--- config.mk ---
export PLATFORM = sky130hd
export DESIGN_NAME = butterfly_pipe
export DESIGN_NICKNAME = d
export VERILOG_FILES = /design/src/rtl/bfly_pkg.sv /design/src/rtl/cmul_round.sv /design/src/rtl/butterfly_pipe.sv
export SDC_FILE = /design/constraint.sdc
export NUM_CORES = 2
export LEC_CHECK = 0
export ABC_CLOCK_PERIOD_IN_PS = 23700
export CAP_MARGIN = 15
export CORE_UTILIZATION = 60
export CTS_BUF_LIST = sky130_fd_sc_hd__clkbuf_4
export DETAILED_ROUTE_END_ITERATION = 7
export PLACE_DENSITY = 0.78
export REMOVE_ABC_BUFFERS = 1
export SLEW_MARGIN = 15
export SYNTH_ARGS = -nofsm -noshare
export SYNTH_HDL_FRONTEND = slang
export SYNTH_SLANG_ARGS = --single-unit
export TNS_END_PERCENT = 50
--- constraint.sdc ---
create_clock -name clk -period 23.7 [get_ports clk]
set_input_delay 3.555 -clock clk [delete_from_list [all_inputs] [get_ports clk]]
set_output_delay 3.555 -clock clk [all_outputs]
set_load 0.02 [all_outputs]
--- src/rtl/bfly_pkg.sv ---
// Shared types, constants and arithmetic helpers for the butterfly datapath.
package bfly_pkg;

  localparam int unsigned Lat   = 3;
  localparam int unsigned DwDef = 16;
  localparam int unsigned TwDef = 16;
  // Working width for the generic helpers; all datapath widths must fit inside it.
  localparam int unsigned SatW  = 64;

  typedef struct packed {
    logic signed [DwDef-1:0] re;
    logic signed [DwDef-1:0] im;
  } cplx_t;

  typedef struct packed {
    logic signed [TwDef-1:0] re;
    logic signed [TwDef-1:0] im;
  } twid_t;

  typedef struct packed {
    logic                   ovf;
    logic signed [SatW-1:0] val;
  } sat_t;

  // Sign-extended real part (upper half) of a packed {re, im} bus of component width w.
  function automatic logic signed [SatW-1:0] get_re(input logic [2*SatW-1:0] bus,
                                                    input int unsigned w);
    logic signed [2*SatW-1:0] t;
    t = bus << (2*SatW - 2*w);
    t = t >>> (2*SatW - w);
    return t[SatW-1:0];
  endfunction

  // Sign-extended imaginary part (lower half) of a packed {re, im} bus.
  function automatic logic signed [SatW-1:0] get_im(input logic [2*SatW-1:0] bus,
                                                    input int unsigned w);
    logic signed [2*SatW-1:0] t;
    t = bus << (2*SatW - w);
    t = t >>> (2*SatW - w);
    return t[SatW-1:0];
  endfunction

  // Packs two components into {re, im}, each truncated to w bits.
  function automatic logic [2*SatW-1:0] pack_cplx(input logic signed [SatW-1:0] re,
                                                   input logic signed [SatW-1:0] im,
                                                   input int unsigned w);
    logic [2*SatW-1:0] mask;
    mask = ((2*SatW)'(1) << w) - (2*SatW)'(1);
    return (((2*SatW)'(re) & mask) << w) | ((2*SatW)'(im) & mask);
  endfunction

  // Clamps a sign-extended value of any narrower width to a signed out_w range.
  function automatic sat_t sat(input logic signed [SatW-1:0] x, input int unsigned out_w);
    logic signed [SatW-1:0] hi;
    logic signed [SatW-1:0] lo;
    sat_t r;
    hi    = (64'sd1 <<< (out_w - 1)) - 64'sd1;
    lo    = -(64'sd1 <<< (out_w - 1));
    r.ovf = (x > hi) || (x < lo);
    r.val = (x > hi) ? hi : ((x < lo) ? lo : x);
    return r;
  endfunction

endpackage

--- src/rtl/cmul_round.sv ---
// Registered complex multiply W*B (or conj(W)*B) followed by a registered
// round-half-up back to DW+2 bits. A side-band tag travels alongside.
module cmul_round
  import bfly_pkg::*;
#(
  parameter int unsigned DW   = DwDef,
  parameter int unsigned TW   = TwDef,
  parameter int unsigned TagW = 1
) (
  input  logic                 clk_i,
  input  logic                 rst_ni,
  input  logic                 en_i,
  input  logic [TagW-1:0]      tag_i,
  input  logic signed [DW-1:0] b_re_i,
  input  logic signed [DW-1:0] b_im_i,
  input  logic signed [TW-1:0] w_re_i,
  input  logic signed [TW-1:0] w_im_i,
  input  logic                 inv_i,
  output logic [TagW-1:0]      tag_o,
  output logic signed [DW+1:0] p_re_o,
  output logic signed [DW+1:0] p_im_o
);

  localparam int unsigned PW = DW + TW + 1;
  localparam int unsigned RW = DW + 2;
  localparam logic signed [PW-1:0] RndC = {{(PW-1){1'b0}}, 1'b1} << (TW - 2);

  logic signed [PW-1:0] t_rr, t_ii, t_ri, t_ir;
  logic signed [PW-1:0] prod_re_d, prod_re_q, prod_im_d, prod_im_q;
  logic signed [RW-1:0] p_re_d, p_re_q, p_im_d, p_im_q;
  logic [TagW-1:0]      tag_p_q, tag_r_q;

  // Full-precision product; conjugation flips the sign of the Wi terms, never Wi itself.
  always_comb begin
    t_rr      = PW'(w_re_i) * PW'(b_re_i);
    t_ii      = PW'(w_im_i) * PW'(b_im_i);
    t_ri      = PW'(w_re_i) * PW'(b_im_i);
    t_ir      = PW'(w_im_i) * PW'(b_re_i);
    prod_re_d = inv_i ? (t_rr + t_ii) : (t_rr - t_ii);
    prod_im_d = inv_i ? (t_ri - t_ir) : (t_ri + t_ir);
    p_re_d    = RW'((prod_re_q + RndC) >>> (TW - 1));
    p_im_d    = RW'((prod_im_q + RndC) >>> (TW - 1));
  end

  // Product and rounded-product registers, both frozen while the pipe is stalled.
  always_ff @(posedge clk_i or negedge rst_ni) begin
    if (!rst_ni) begin
      prod_re_q <= '0;
      prod_im_q <= '0;
      p_re_q    <= '0;
      p_im_q    <= '0;
      tag_p_q   <= '0;
      tag_r_q   <= '0;
    end else if (en_i) begin
      prod_re_q <= prod_re_d;
      prod_im_q <= prod_im_d;
      p_re_q    <= p_re_d;
      p_im_q    <= p_im_d;
      tag_p_q   <= tag_i;
      tag_r_q   <= tag_p_q;
    end
  end

  assign tag_o  = tag_r_q;
  assign p_re_o = p_re_q;
  assign p_im_o = p_im_q;

endmodule

--- src/rtl/butterfly_pipe.sv ---
// Pipelined radix-2 DIT butterfly with valid/ready flow control, per-sample
// inverse and halving modes, saturation and a sticky overflow flag.
module butterfly_pipe
  import bfly_pkg::*;
#(
  parameter int unsigned DW = DwDef,
  parameter int unsigned TW = TwDef
) (
  input  logic            clk,
  input  logic            rst_n,
  input  logic            in_valid,
  output logic            in_ready,
  input  logic [2*DW-1:0] a_in,
  input  logic [2*DW-1:0] b_in,
  input  logic [2*TW-1:0] w_in,
  input  logic            inv_in,
  input  logic            scale_in,
  output logic            out_valid,
  input  logic            out_ready,
  output logic [2*DW-1:0] x0_out,
  output logic [2*DW-1:0] x1_out,
  output logic            ovf_out,
  output logic            ovf_sticky,
  input  logic            clr_ovf
);

  localparam int unsigned TagW = 2*DW + 2;
  localparam int unsigned SW   = DW + 3;

  typedef struct packed {
    logic            valid;
    logic            inv;
    logic            scale;
    logic [2*DW-1:0] a;
    logic [2*DW-1:0] b;
    logic [2*TW-1:0] w;
  } s1_t;

  logic                 en;
  s1_t                  s1_d, s1_q;
  logic signed [DW-1:0] b_re, b_im;
  logic signed [TW-1:0] w_re, w_im;
  logic [TagW-1:0]      tag_in, tag_out;
  logic signed [DW+1:0] p_re, p_im;
  logic                 tag_valid, tag_scale;
  logic [2*DW-1:0]      tag_a;
  logic signed [SW-1:0] a_re, a_im;
  logic signed [SW-1:0] sum [4];
  sat_t                 sat_r [4];
  logic [2*DW-1:0]      x0_d, x0_q, x1_d, x1_q;
  logic                 valid_d, valid_q, ovf_d, ovf_q, sticky_d, sticky_q;

  // Rounded half-up halving of a sum, applied only in scale mode.
  function automatic logic signed [SW-1:0] half(input logic signed [SW-1:0] v, input logic on);
    return on ? ((v + SW'(1)) >>> 1) : v;
  endfunction

  // Every stage advances together unless the output is waiting on the sink.
  assign en       = !(valid_q && !out_ready);
  assign in_ready = en;

  // S1: capture the sample and its mode bits.
  always_comb begin
    s1_d = s1_q;
    if (en) begin
      s1_d = '{valid: in_valid, inv: inv_in, scale: scale_in, a: a_in, b: b_in, w: w_in};
    end
    b_re   = DW'(get_re((2*SatW)'(s1_q.b), DW));
    b_im   = DW'(get_im((2*SatW)'(s1_q.b), DW));
    w_re   = TW'(get_re((2*SatW)'(s1_q.w), TW));
    w_im   = TW'(get_im((2*SatW)'(s1_q.w), TW));
    tag_in = {s1_q.valid, s1_q.scale, s1_q.a};
  end

  cmul_round #(
    .DW   (DW),
    .TW   (TW),
    .TagW (TagW)
  ) u_cmul (
    .clk_i  (clk),
    .rst_ni (rst_n),
    .en_i   (en),
    .tag_i  (tag_in),
    .b_re_i (b_re),
    .b_im_i (b_im),
    .w_re_i (w_re),
    .w_im_i (w_im),
    .inv_i  (s1_q.inv),
    .tag_o  (tag_out),
    .p_re_o (p_re),
    .p_im_o (p_im)
  );

  // S3: add/sub, optional halving, saturation; sticky flag set on overflowing transfers.
  always_comb begin
    {tag_valid, tag_scale, tag_a} = tag_out;
    a_re   = SW'(get_re((2*SatW)'(tag_a), DW));
    a_im   = SW'(get_im((2*SatW)'(tag_a), DW));
    sum[0] = half(a_re + SW'(p_re), tag_scale);
    sum[1] = half(a_im + SW'(p_im), tag_scale);
    sum[2] = half(a_re - SW'(p_re), tag_scale);
    sum[3] = half(a_im - SW'(p_im), tag_scale);
    for (int i = 0; i < 4; i++) begin
      sat_r[i] = sat(SatW'(sum[i]), DW);
    end
    valid_d = valid_q;
    ovf_d   = ovf_q;
    x0_d    = x0_q;
    x1_d    = x1_q;
    if (en) begin
      valid_d = tag_valid;
      ovf_d   = tag_valid & (sat_r[0].ovf | sat_r[1].ovf | sat_r[2].ovf | sat_r[3].ovf);
      x0_d    = (2*DW)'(pack_cplx(sat_r[0].val, sat_r[1].val, DW));
      x1_d    = (2*DW)'(pack_cplx(sat_r[2].val, sat_r[3].val, DW));
    end
    sticky_d = (sticky_q & ~clr_ovf) | (valid_q & out_ready & ovf_q);
  end

  // Pipeline and status registers.
  always_ff @(posedge clk or negedge rst_n) begin
    if (!rst_n) begin
      s1_q     <= '0;
      valid_q  <= 1'b0;
      ovf_q    <= 1'b0;
      x0_q     <= '0;
      x1_q     <= '0;
      sticky_q <= 1'b0;
    end else begin
      s1_q     <= s1_d;
      valid_q  <= valid_d;
      ovf_q    <= ovf_d;
      x0_q     <= x0_d;
      x1_q     <= x1_d;
      sticky_q <= sticky_d;
    end
  end

  assign out_valid  = valid_q;
  assign x0_out     = x0_q;
  assign x1_out     = x1_q;
  assign ovf_out    = ovf_q;
  assign ovf_sticky = sticky_q;

endmodule

==> results.md <==
* Number of storage elements in the synthesis netlist at slightly above 300
* Post-synthesis cell count at between 7000 and 8000
* Summed instance area of the synthesized netlist at about 62000 µm²
* Kind of critical path: reg -> reg
* Total of hold buffers inserted after clock tree synthesis at 0
* Vias in the first global route at roughly 50000
* Top area cells in the synthesized netlist: sky130_fd_sc_hd__fa_1, sky130_fd_sc_hd__dfrtp_1, sky130_fd_sc_hd__ha_1
* Sequential cell area at between 7000 and 8000 µm²
* Pin count of the biggest net entering global routing at roughly 190
* Slowest stage cell, crit path: sky130_fd_sc_hd__dfrtp_1
* Library cells used by synthesis at around 110
* Number of warning messages in the yosys log at 0
* Final nets at between 8000 and 9000
* Max_slew headroom at between 15 and 20%
* Starting density of the core at 60.64%
* Depth of the worst register-to-register path at 34
* Post-detailed-route DRC marker count at 0
* Final cell area excluding filler cells at between 60000 and 70000 µm²
* Final hold violations at 0
* Synthesized area divided by synthesized cell count at between 8 and 9 µm²
* Area of the core at around 100000 µm²
* Number of rows in the core area at approximately 120
* Slew at the pin closest to its max-slew limit at 1.258 ns
* CTS tree: done
* Filler cell count at between 8000 and 9000
* Vertical extent of the die at about 320 µm
* Async S/R FF share, synth at 100.0%
* Post-route antenna net violation count at 0
* Router iterations before antenna repair at 6
* Worst skew pair latency at roughly 0.99 ns
* Critical path fanouts, max at 18
* Launching element type of the critical path: flop
* Boundary Pins at approximately 170
* Area post-placement at 64540 µm²
* Initial antenna violation count at 2
* Drt via density at about 5.7
* Portion of the post-synthesis area used by sequential elements at 12.46%
* Final number of setup-violating endpoints at 0
* Maximum cell stage delay along the critical path at between 0.8 and 0.9 ns
* Clock transition time at the flip-flop clock pins of the worst setup and hold paths at about 0.07 ns
* RSZ-0062 raised after global routing: no
* Period Utilization, post-route at between 40% and 50%
* Global route overflow at 0
* Area added between synthesis and finish at 6.183%
* Final Routed Wirelength at approximately 160 mm
* Global router's overall resource usage at 31.85%
* Dominant register cell in the synthesized netlist: sky130_fd_sc_hd__dfrtp_1
* Port Buf Inserts at 170
* Pins over their slew limit at 0
* Worst hold path depth at 2
* Dominant cell type by count on the critical path: sky130_fd_sc_hd__fa_1
* Share of final-layout standard cells stronger than drive strength 1 at under 10%
* Final RePlAce weighted congestion at ~0.95
* Highest clock frequency the design can meet at 98.93 MHz
* Area of the die at about 100000 µm²
* Endpoint type of the worst setup path: flop
* Routed vias at around 50000
* Avg WL per Cell at about 19 µm
* Required time reported for the critical path endpoint at around 24 ns
* Quantity of gates resized following cts at 0
* Longest Clk Path Bufs at 3
* Crit path time final at slightly above 10 ns
* CTS Sinks at 308
* Critical path origin: s1_q[9]
* Start point of the worst min-delay path: s1_q[89]
* Post-CTS setup repair buffer count at 0
* Setup skew after layout at ~0.14 ns
* Max cap viols at 0
* Critical path arrival at about 11 ns
* Total clock buffers created by CTS at between 90 and 100
* Number of DRC markers in iteration 0 at about 3700
* Outcome: complete, no violations
* Number of enable-type register cells in the synthesized netlist at 0
* Top cell type by total area after synthesis: sky130_fd_sc_hd__fa_1
* Path class of the lowest-slack min-delay path: reg -> reg
* Die width at 323.1 µm
* Area taken by multi-input logic gates at around 48000 µm²
* Post-synth top area share at 34.03%
* CTS root buffer: sky130_fd_sc_hd__clkbuf_4
* Startpoint of the worst-slack reg-to-reg timing path: s1_q[9]
* Global-route wire length before repair at approximately 260 mm
* Final HPWL from detailed placement at around 130 mm
* Number of H-tree levels at 3
==> flip-flops by register name, indices dropped and copies added (netlist names), 16 cells and up <==
| signal | cells |
|---|---|
| s1_q | 67 |
| u_cmul.tag_o | 34 |
| u_cmul.tag_p_q | 34 |
| x0_out | 32 |
| x1_out | 32 |
| u_cmul.prod_im_q | 19 |
| u_cmul.prod_re_q | 19 |
| u_cmul.p_im_o | 18 |
| u_cmul.p_re_o | 18 |
| b_im | 16 |
| b_re | 16 |
==> kinds of logic after synthesis <==
group | after synthesis | synth area share [%]
buffers and inverters | 1597 | 9.821
XOR/XNOR | 307 | 4.416
flip-flops | 308 | 12.46
adder cells (fa/ha/maj) | 1524 | 43.58
AND/OR/NAND/NOR | 2524 | 19.26
AO/OA/AOI/OAI | 938 | 10.06
multiplexers | 23 | 0.4125
==> synthesized netlist by cell type (18+ instances only) <==
cell,count
sky130_fd_sc_hd__nor3b_1,18
sky130_fd_sc_hd__a211oi_1,35
sky130_fd_sc_hd__a21oi_1,259
sky130_fd_sc_hd__nand2b_1,85
sky130_fd_sc_hd__a2111oi_0,20
sky130_fd_sc_hd__o31ai_1,45
sky130_fd_sc_hd__ha_1,472
sky130_fd_sc_hd__or3_1,30
sky130_fd_sc_hd__and2_1,461
sky130_fd_sc_hd__dfrtp_1,308
sky130_fd_sc_hd__a31oi_1,40
sky130_fd_sc_hd__nand2_1,1226
sky130_fd_sc_hd__o21a_1,44
sky130_fd_sc_hd__a21o_1,80
sky130_fd_sc_hd__nand3_1,89
sky130_fd_sc_hd__o211ai_1,20
sky130_fd_sc_hd__nor3_1,86
sky130_fd_sc_hd__o21bai_1,29
sky130_fd_sc_hd__nor4_1,30
sky130_fd_sc_hd__and3_1,44
sky130_fd_sc_hd__o21ai_0,184
sky130_fd_sc_hd__xnor2_1,205
sky130_fd_sc_hd__nor2b_1,43
sky130_fd_sc_hd__or2_2,29
sky130_fd_sc_hd__fa_1,1052
sky130_fd_sc_hd__nand4_1,33
sky130_fd_sc_hd__clkbuf_1,304
sky130_fd_sc_hd__inv_1,1256
sky130_fd_sc_hd__xor2_1,98
sky130_fd_sc_hd__nor2_1,298
==> path summary, 6_finish.rpt <==
check	end	slack (ns)
min	u_cmul.tag_p_q[25]	0.38
min reg2reg	u_cmul.tag_p_q[25]	0.38
min in group asynchronous	x0_out[6]	2.57
max	u_cmul.prod_re_q[32]	13.59
max in group asynchronous	b_re[6]	18.84
max reg2reg	u_cmul.prod_re_q[32]	13.59
==> placed cells by master (no fill, tap or decap), types with 11 or more instances in the layout <==
master | synthesis | routed
sky130_fd_sc_hd__a2111oi_0 | 20 | 20
sky130_fd_sc_hd__a211oi_1 | 35 | 35
sky130_fd_sc_hd__a21o_1 | 80 | 80
sky130_fd_sc_hd__a21oi_1 | 259 | 259
sky130_fd_sc_hd__a311oi_1 | 11 | 11
sky130_fd_sc_hd__a31oi_1 | 40 | 40
sky130_fd_sc_hd__and2_1 | 461 | 461
sky130_fd_sc_hd__and3_1 | 44 | 44
sky130_fd_sc_hd__buf_4 | 6 | 74
sky130_fd_sc_hd__clkbuf_4 | 0 | 123
sky130_fd_sc_hd__clkdlybuf4s50_1 | 0 | 169
sky130_fd_sc_hd__clkinv_1 | 1 | 23
sky130_fd_sc_hd__dfrtp_1 | 308 | 306
sky130_fd_sc_hd__fa_1 | 1052 | 1052
sky130_fd_sc_hd__ha_1 | 472 | 472
sky130_fd_sc_hd__inv_1 | 1256 | 1255
sky130_fd_sc_hd__mux2i_1 | 12 | 12
sky130_fd_sc_hd__nand2_1 | 1226 | 1226
sky130_fd_sc_hd__nand2b_1 | 85 | 85
sky130_fd_sc_hd__nand3_1 | 89 | 89
sky130_fd_sc_hd__nand4_1 | 33 | 33
sky130_fd_sc_hd__nor2_1 | 298 | 298
sky130_fd_sc_hd__nor2b_1 | 43 | 42
sky130_fd_sc_hd__nor3_1 | 86 | 86
sky130_fd_sc_hd__nor3b_1 | 18 | 18
sky130_fd_sc_hd__nor4_1 | 30 | 30
sky130_fd_sc_hd__o211ai_1 | 20 | 20
sky130_fd_sc_hd__o21a_1 | 44 | 44
sky130_fd_sc_hd__o21ai_0 | 184 | 184
sky130_fd_sc_hd__o21bai_1 | 29 | 29
sky130_fd_sc_hd__o31a_1 | 11 | 11
sky130_fd_sc_hd__o31ai_1 | 45 | 45
sky130_fd_sc_hd__or2_2 | 29 | 29
sky130_fd_sc_hd__or3_1 | 30 | 30
sky130_fd_sc_hd__xnor2_1 | 205 | 205
sky130_fd_sc_hd__xor2_1 | 98 | 98
==> per-stage QoR <==
step / TNS, ns / utilization (%) / worst slack [ns] / hold slack (ns) / cells
after floorplan: -1027.45 / - / -7.976 / 0.4386 / 6882
after global placement: 0 / 63.26 / 14.00 / 0.4498 / 8496
after detailed placement: 0 / 63.26 / 13.93 / 0.4558 / 8496
after CTS: 0 / 64.39 / 13.78 / 0.3754 / 8657
after global routing: 0 / 64.39 / 13.03 / 0.4127 / 8658
final: 0 / 64.39 / 13.59 / 0.3792 / 8659
==> critical path, delay by kind of cell, from the launching register on <==
kind	cells	cell delay (ns)
DFF	1	0.81
adders and majority gates	8	3.69
AOI/OAI and AO/OA	12	2.73
xor gates and xnor gates	2	0.46
and+or+nand+nor	8	1.64
buffers and inverters	4	0.52
==> layer usage <==
metal  track usage (%)  part of all wire, %  vias to the layer above
li1                  -                    -                    22620
met2             53.65                   48                     1986
met3             5.616                  7.6                      441
met5                 0                    0                        -
met4             12.90                  4.1                        0
met1             40.65                   40                    24610
==> final cells by class <==
class / count / area share (%)
diodes: 2 / 0.007617
clock buffers: 123 / 1.405
clock inverters: 38 / 0.3504
inverters: 1258 / 7.198
multi-input cells: 5316 / 73.21
flip-flops and latches: 308 / 11.73
well taps: 1368 / 2.605
repair buffers: 246 / 3.491
Power is left out: the tool's default activity adds up to more than one toggle a clock period on the data nets, which glitch-free logic cannot reach.
